==> src/rtl/pulse_pacer_pkg.sv <==
// Shared state encodings, output-mode constants and the gap-counter sizing helper.
package pulse_pacer_pkg;

    typedef enum logic [1:0] {
        ST_IDLE = 2'd0,
        ST_EMIT = 2'd1,
        ST_GAP  = 2'd2
    } state_e;

    localparam int MODE_PULSE  = 0;
    localparam int MODE_TOGGLE = 1;

    // The gap counter is loaded with GAP-1, so it needs clog2(GAP) bits, never fewer than 1.
    function automatic int gap_cnt_w(input int gap);
        return (gap <= 1) ? 1 : $clog2(gap);
    endfunction

endpackage

==> src/rtl/pulse_pacer_ch.sv <==
// One pacer channel: pending-event counter, IDLE/EMIT/GAP sequencer, sticky overflow.
// All outputs registered; the pending counter saturates and drops events rather than back-pressuring.
module pulse_pacer_ch
    import pulse_pacer_pkg::*;
#(
    parameter int CNTW = 4,
    parameter int GAP  = 2,
    parameter int MODE = 0
) (
    input  logic            clk,
    input  logic            rst,
    input  logic            pulse_i,
    input  logic            ovf_clr_i,
    output logic            pulse_o,
    output logic            busy_o,
    output logic            ovf_o,
    output logic [CNTW-1:0] cnt_o
);

    localparam int              GW       = gap_cnt_w(GAP);
    localparam logic [GW-1:0]   GAP_LOAD = GW'((GAP > 0) ? GAP - 1 : 0);
    localparam logic [GW-1:0]   GAP_ONE  = GW'(1);
    localparam logic [CNTW-1:0] CNT_ONE  = CNTW'(1);
    localparam logic [CNTW-1:0] CNT_MAX  = '1;

    state_e          state_q, state_d;
    logic [CNTW-1:0] cnt_q, cnt_d;
    logic [GW-1:0]   gap_q, gap_d;
    logic            out_q, busy_q, ovf_q;
    logic            idle_rules, drop;

    always_comb begin
        state_d    = state_q;
        cnt_d      = cnt_q;
        gap_d      = gap_q;
        drop       = 1'b0;
        // IDLE decision also applies on the last GAP cycle, and every EMIT cycle when there is no gap.
        idle_rules = (state_q == ST_IDLE) ||
                     ((state_q == ST_EMIT) && (GAP == 0)) ||
                     ((state_q == ST_GAP) && (gap_q == '0));
        if (idle_rules) begin
            if ((cnt_q != '0) || pulse_i) begin
                state_d = ST_EMIT;
                if (!pulse_i) begin
                    cnt_d = cnt_q - CNT_ONE;
                end
            end else begin
                state_d = ST_IDLE;
            end
        end else begin
            if (state_q == ST_EMIT) begin
                state_d = ST_GAP;
                gap_d   = GAP_LOAD;
            end else begin
                gap_d   = gap_q - GAP_ONE;
            end
            if (pulse_i) begin
                if (cnt_q == CNT_MAX) begin
                    drop = 1'b1;
                end else begin
                    cnt_d = cnt_q + CNT_ONE;
                end
            end
        end
    end

    always_ff @(posedge clk) begin
        if (rst) begin
            state_q <= ST_IDLE;
            cnt_q   <= '0;
            gap_q   <= '0;
            out_q   <= 1'b0;
            busy_q  <= 1'b0;
            ovf_q   <= 1'b0;
        end else begin
            state_q <= state_d;
            cnt_q   <= cnt_d;
            gap_q   <= gap_d;
            busy_q  <= (state_d != ST_IDLE) || (cnt_d != '0);
            if (drop) begin
                ovf_q <= 1'b1;
            end else if (ovf_clr_i) begin
                ovf_q <= 1'b0;
            end
            if (MODE == MODE_PULSE) begin
                out_q <= (state_d == ST_EMIT);
            end else begin
                out_q <= out_q ^ (state_d == ST_EMIT);
            end
        end
    end

    assign pulse_o = out_q;
    assign busy_o  = busy_q;
    assign ovf_o   = ovf_q;
    assign cnt_o   = cnt_q;

endmodule

==> src/rtl/pulse_pacer.sv <==
// Multi-channel pulse pacer: NCH independent channels, each re-emitting events at least GAP+1 cycles apart.
// Latency 1 cycle from an event on an idle channel; no backpressure, excess events beyond the counter are dropped and flagged.
module pulse_pacer
    import pulse_pacer_pkg::*;
#(
    parameter int NCH  = 4,
    parameter int CNTW = 4,
    parameter int GAP  = 2,
    parameter int MODE = 0
) (
    input  logic                clk,
    input  logic                rst,
    input  logic [NCH-1:0]      pulse_in,
    input  logic [NCH-1:0]      ovf_clr,
    output logic [NCH-1:0]      pulse_out,
    output logic [NCH-1:0]      busy,
    output logic [NCH-1:0]      ovf,
    output logic [NCH*CNTW-1:0] pend_cnt
);

    if ((NCH < 1) || (NCH > 32) || (CNTW < 1) || (GAP < 0) || (GAP > 255) ||
        ((MODE != MODE_PULSE) && (MODE != MODE_TOGGLE))) begin : g_bad_params
        $error("pulse_pacer: illegal parameters NCH=%0d CNTW=%0d GAP=%0d MODE=%0d", NCH, CNTW, GAP, MODE);
    end

    for (genvar i = 0; i < NCH; i++) begin : g_ch
        pulse_pacer_ch #(
            .CNTW (CNTW),
            .GAP  (GAP),
            .MODE (MODE)
        ) u_ch (
            .clk       (clk),
            .rst       (rst),
            .pulse_i   (pulse_in[i]),
            .ovf_clr_i (ovf_clr[i]),
            .pulse_o   (pulse_out[i]),
            .busy_o    (busy[i]),
            .ovf_o     (ovf[i]),
            .cnt_o     (pend_cnt[i*CNTW +: CNTW])
        );
    end

endmodule

==> config.mk <==
export PLATFORM = sky130hd
export DESIGN_NAME = pulse_pacer
export DESIGN_NICKNAME = d
export VERILOG_FILES = /design/src/rtl/pulse_pacer_pkg.sv /design/src/rtl/pulse_pacer_ch.sv /design/src/rtl/pulse_pacer.sv
export SDC_FILE = /design/constraint.sdc
export NUM_CORES = 1
export LEC_CHECK = 0
export ABC_AREA = 1
export BUFFER_PORTS_ARGS = -buffer_cell sky130_fd_sc_hd__buf_2
export CAP_MARGIN = 20
export CORE_ASPECT_RATIO = 0.8
export CORE_MARGIN = 1
export CORE_UTILIZATION = 30
export CTS_CLUSTER_DIAMETER = 50
export DETAILED_ROUTE_END_ITERATION = 10
export PLACE_DENSITY_LB_ADDON = 0.1
export SYNTH_ARGS = -nofsm -noshare
export SYNTH_HDL_FRONTEND = slang
export SYNTH_SLANG_ARGS = --single-unit
==> constraint.sdc <==
create_clock -name clk -period 1.54 [get_ports clk]
set_input_delay 0 -clock clk [delete_from_list [all_inputs] [get_ports clk]]
set_output_delay 0 -clock clk [all_outputs]
set_load 0.05 [all_outputs]
# --- Word level (Yosys, flattened, before mapping) ---
# Index checks and enable logic that the tools add are counted.
word_totals:
  reg_bits: 40
  latch_bits: 0
  ram_bits: 0
  rom_bits: 0
  inputBits: 10
  n_memories: 0
op_classes:
  addsub: 12
  mul: 0
  div_mod_pow: 0
  n_lt_le_gt_ge: 0
  n_eq_ne: 16
  shifts: 0
  mux: 56
  bitwise: 4
  n_reduce_logical: 36
op_table:
  columns: ["op", "count"]
  rows:
  - ["two-way mux 4 bit", 20]
  - ["nonzero test 4 bit", 8]
  - ["two-way mux 1 bit", 28]
  - ["adder 4 x 1 -> 4 bit (second input constant)", 4]
  - ["== test 2 x 1 -> 1 bit (second input constant)", 8]
  - ["== test 4 bit (second input constant)", 4]
  - ["two-way mux 2 bit", 8]
  - ["nonzero test 2 bit", 8]
  - ["subtractor 4 x 1 -> 4 bit (second input constant)", 4]
  - ["logical OR 1 bit", 12]
  - ["== test 2 bit (second input constant)", 4]
  - ["zero test 2 bit", 4]
  - ["logical AND 1 bit", 4]
  - ["NOT 1 bit", 4]
  - ["subtractor 1 bit (second input constant)", 4]

# --- Logic depth before layout (Yosys ltp) ---
depth:
  ltp_word: 6
  depth_mapped: 9
  mapped_depth_nobuf: 9

# --- Modules after synthesis ---
# Synthesis repeated with hierarchy kept, for this count alone.
hier_totals:
  hier_cells: 304
  hier_area_um2: 2137.0
by_module_without_submodules:
  columns: ["module", "instances", "cells_each", "area_each_um2"]
  rows:
  - ["pulse_pacer_ch", 4, 76, 534.3]

# --- Worst setup path before layout ---
# OpenSTA, ideal clock, no wires.
synth_path:
  path_type: "reg2reg"
  from: "register g_ch[0].u_ch.cnt_q[1]"
  to: "register g_ch[0].u_ch.cnt_q[1]"
  arrival_time_ns: 1.667
  t_required_ns: 1.474
  path_slack_ns: -0.193
  stages_incl_launch_ff: 8
  n_path_buf: 0
  period_less_slack_ns: 1.733
  cell_sequence: "dfxtp_1 -> inv_1 -> ha_1 -> nor2_1 -> a21oi_1 -> o21ai_1 -> nand2_1 -> a21oi_2"
synth_between:
  elab_chain_cells: 4
  word_cells_on_any_way: 10
synth_rtl:
  columns: ["element", "line_no", "text"]
  rows:
  - ["start, declared", "pulse_pacer_ch.sv:27", "logic [CNTW-1:0] cnt_q, cnt_d;"]
  - ["start signal, assigned", "pulse_pacer_ch.sv:77", "cnt_q <= cnt_d;"]
  - ["adder 4 x 1 -> 4 bit, or another cell as far along", "pulse_pacer_ch.sv:61", "cnt_d = cnt_q + CNT_ONE;"]
  - ["two-way mux 4 bit, or another cell as far along", "pulse_pacer_ch.sv:58", "if (cnt_q == CNT_MAX) begin"]
  - ["two-way mux 4 bit (on tied branches)", "pulse_pacer_ch.sv:57, pulse_pacer_ch.sv:42", null]
  - ["two-way mux 4 bit *", "pulse_pacer_ch.sv:41", "if (idle_rules) begin"]
# Mark *: on every way between the ends. The rest lies on a longest branch, timed or not.
# A chain may end at the register's enable or synchronous reset.

# --- Final worst setup path ---
layout_path:
  from: "register g_ch[3].u_ch.cnt_q[0]"
  to: "register g_ch[3].u_ch.cnt_q[3]"
layout_between:
  elab_chain_cells: 4
  word_cells_on_any_way: 10
layout_rtl:
  columns: ["element", "line_no"]
  rows:
  - ["start, declared", "pulse_pacer_ch.sv:27"]
  - ["start signal, assigned", "pulse_pacer_ch.sv:77"]
  - ["adder 4 x 1 -> 4 bit, or another cell as far along", "pulse_pacer_ch.sv:61"]
  - ["two-way mux 4 bit, or another cell as far along", "pulse_pacer_ch.sv:58"]
  - ["two-way mux 4 bit (on tied branches)", "pulse_pacer_ch.sv:57, pulse_pacer_ch.sv:42"]
  - ["two-way mux 4 bit *", "pulse_pacer_ch.sv:41"]
# Marked as above.

==> results.toml <==
[sta]
finalClockSkew_ns = 0.00361
fin_crit_sh = 0.903
slew_viol_final = 0
max_slew_margin = 0.786
fmax_mhz = 719
setup_tns_ns = 0
fin_crit_ns = 1.39
worst_pin_slew_ns = 0.317
rsz0062_at_grt = "false"
setup-violations-final = 0
hold_violations = 0

[critical_path]
cp_slowest_cell = "dfxtp_2"
worstPathMaxFanout = 5
critPathKind = "reg -> reg"
crit_family = "simple AND/OR/NAND/NOR gates"
crit_path_end_kind = "flop"
cp_common_cell = "nand2_1"
cp-start-kind = "flop"
path_cells = "inv_1 > ha_1 > nand3_1 > nor2_2 > nor2_1 > nand2_1 > inv_1 > nand2_1 > nand2_1"
arrival_ns = 1.58
slowest_delay_ns = 0.34
required_ns = 1.73
cp_num_buf_inv = 2

[floorplan]
core_sq_um = 7090
die_height_microns = 79.7
fp.dieArea_sq_um = 7900
core.rowCount = 27
chipWidth_microns = 99.1
start_util = 0.319
pin_count = 38

[clocking]
cts_buffer_depth = 2
cts.htree.levels = 2
clock_sinks = 40
cts_tree = "built"
path_clk_slew_ns = 0.08
cts_setup_buffers = 0
root_buffer = "clkbuf_8"
clkLatencyLatePin_ns = 0.30
cts_buffers = 5

[cells_and_area]
layout-drive-gt1-share = 0.189
layout.cells.non_filler = 447
final_nets = 381
insertedDiodeCount = 0
area_growth_pct = 16.3

[synthesis]
synthAdderAreaFrac = 0.0663
synth.ff_latch_count = 40
ys.warnings.count = 0
synth_xor_area_frac = 0.0309
avgSynthCellArea_sq_um = 6.95
synthMuxAreaShare = 0
synth_compound_area_frac = 0.0983
synth-simple-area-share = 0.320
seq_area_frac_synth = 0.354
synth.distinct_cells = 28
syn_area_sq_um = 2260
synth_top_family_by_area = "simple AND/OR/NAND/NOR gates"
netlist_instances = 326
syn-num-nets = 348

[route]
first_iter_violations = 49
ant_nets = 0
vias = 2037
drt-pass1-iter-count = 4
avgViaCountPerCell = 4.56
wirelength_mm = 4.85
post_drt_wl_per_cell_microns = 10.9
drcViolationCount = 0

[global_route]
antenna_found_initial = 0
grt_max_degree = 13
grt_pass1_vias = 1846
grt_overflow = 0
grt_pass1_wl_mm = 8.30
grt_usage = 0.132

[place]
placedCellCount = 435
io_buffers = 37
hpwlAfterDp_mm = 3.54
globalplace.congestion = 0.775

[job]
maxCapViolCount = 0

[status]
status = "complete, no violations"

[power]
powerDensity_nw_per_um2 = 2390
leakage_nw = 1.33
ir_drop_mv = 0.978

[min_path]
min_path_type = "in -> reg"
## cell usage in the layout (no fill, tap or decap), types with 4 or more instances in the layout
cell	synthesis	layout
a21oi_1	16	16
buf_2	5	37
clkbuf_8	0	7
dfxtp_1	40	32
dfxtp_2	0	8
dlygate4sd3_1	0	4
ha_1	12	12
inv_1	44	44
nand2_1	76	76
nand2_2	4	4
nand3_1	40	40
nand4_1	8	8
nor2_1	26	25
o21ai_0	16	16
xor2_1	7	7
## metrics by stage
| stage | util | setup WS [ns] | hold slack [ns] | area (sq um) | total power, mW |
|---|---|---|---|---|---|
| 6_report | 0.371 | 0.149 | 0.0559 | 2630 | 6.29 |
| 5_1_grt | 0.371 | 0.0250 | 0.0612 | 2630 | 6.87 |
| 4_1_cts | 0.371 | 0.139 | 0.0439 | 2630 | 6.34 |
| 3_5_place_dp | 0.347 | 0.154 | 0.199 | 2460 | 5.34 |
| 3_3_place_gp | 0.347 | 0.138 | 0.194 | 2460 | 5.38 |
| 2_1_floorplan | - | 0.0620 | 0.0774 | 2270 | 4.76 |
## layout make-up
type                       instances  area, sq um
fill                             765         4460
multi-input combinational        223         1170
sequential                        40          811
timing repair buffer              44          248
inverter                          45          169
tap                               87          109
clock buffer                       7         96.3
clock inverter                     1         30.0
## per-layer routing
metal | global-route usage | wire length [microns] | vias up
li1 | - | - | 1107
met1 | 0.187 | 2650 | 877
met2 | 0.193 | 1850 | 45
met3 | 0.0298 | 272 | 8
met4 | 0.0529 | 82 | 0
met5 | 0 | 0 | -
## Yosys cell counts, drive strengths merged
library cell	number	area, sq um
or2	1	6.26
o211ai	3	22.5
nand4	8	50.1
a21oi	17	88.8
dfxtp	40	801
nor2	30	133
a32o	1	10.0
nor3	3	20.0
clkinv	1	3.75
nand3	40	200
o31ai	1	7.51
xor2	7	61.3
ha	12	150
xnor2	1	8.76
o21ai	17	85.1
nor4	1	6.26
nand2	80	310
buf	18	126
inv	44	165
o311ai	1	8.76
## registers in the layout, summed over array words and instances (netlist names)
name / cells
g_ch.u_ch.ovf_o: 4
g_ch.u_ch.cnt_o: 16
g_ch.u_ch.state_q: 8
g_ch.u_ch.gap_q: 4
g_ch.u_ch.pulse_o: 4
g_ch.u_ch.busy_o: 4
## timing repair
action	4_1_cts	5_1_grt
hold buffers	4	0
resized for setup	0	1
endpoints found under the setup margin	0	1
endpoints found under the hold margin	4	0
## power breakdown
part           leakage, nW  switching [mW]  internal (mW)
combinational        0.928            2.45          0.992
clock               0.0645           0.387          0.572
sequential           0.333           0.421           1.47
total                 1.33            3.26           3.03
## cell families after synthesis
kind of cell	count (synthesis)
simple gates	163
flops	40
fa+ha+maj	12
buf+inv	63
compound gates	40
xor+xnor	8
## final timing paths
| kind | start | end | slack, ns | cells past startpoint |
|---|---|---|---|---|
| min | rst | g_ch[0].u_ch.cnt_o[1] | 0.06 | 2 |
| max reg2reg | g_ch[3].u_ch.cnt_o[0] | g_ch[3].u_ch.cnt_o[3] | 0.15 | 9 |
| max | g_ch[3].u_ch.cnt_o[0] | g_ch[3].u_ch.cnt_o[3] | 0.15 | 9 |
| min reg2reg | g_ch[1].u_ch.gap_q | g_ch[1].u_ch.gap_q | 0.45 | 1 |
No activity file was read; power rests on OpenSTA's default activity.
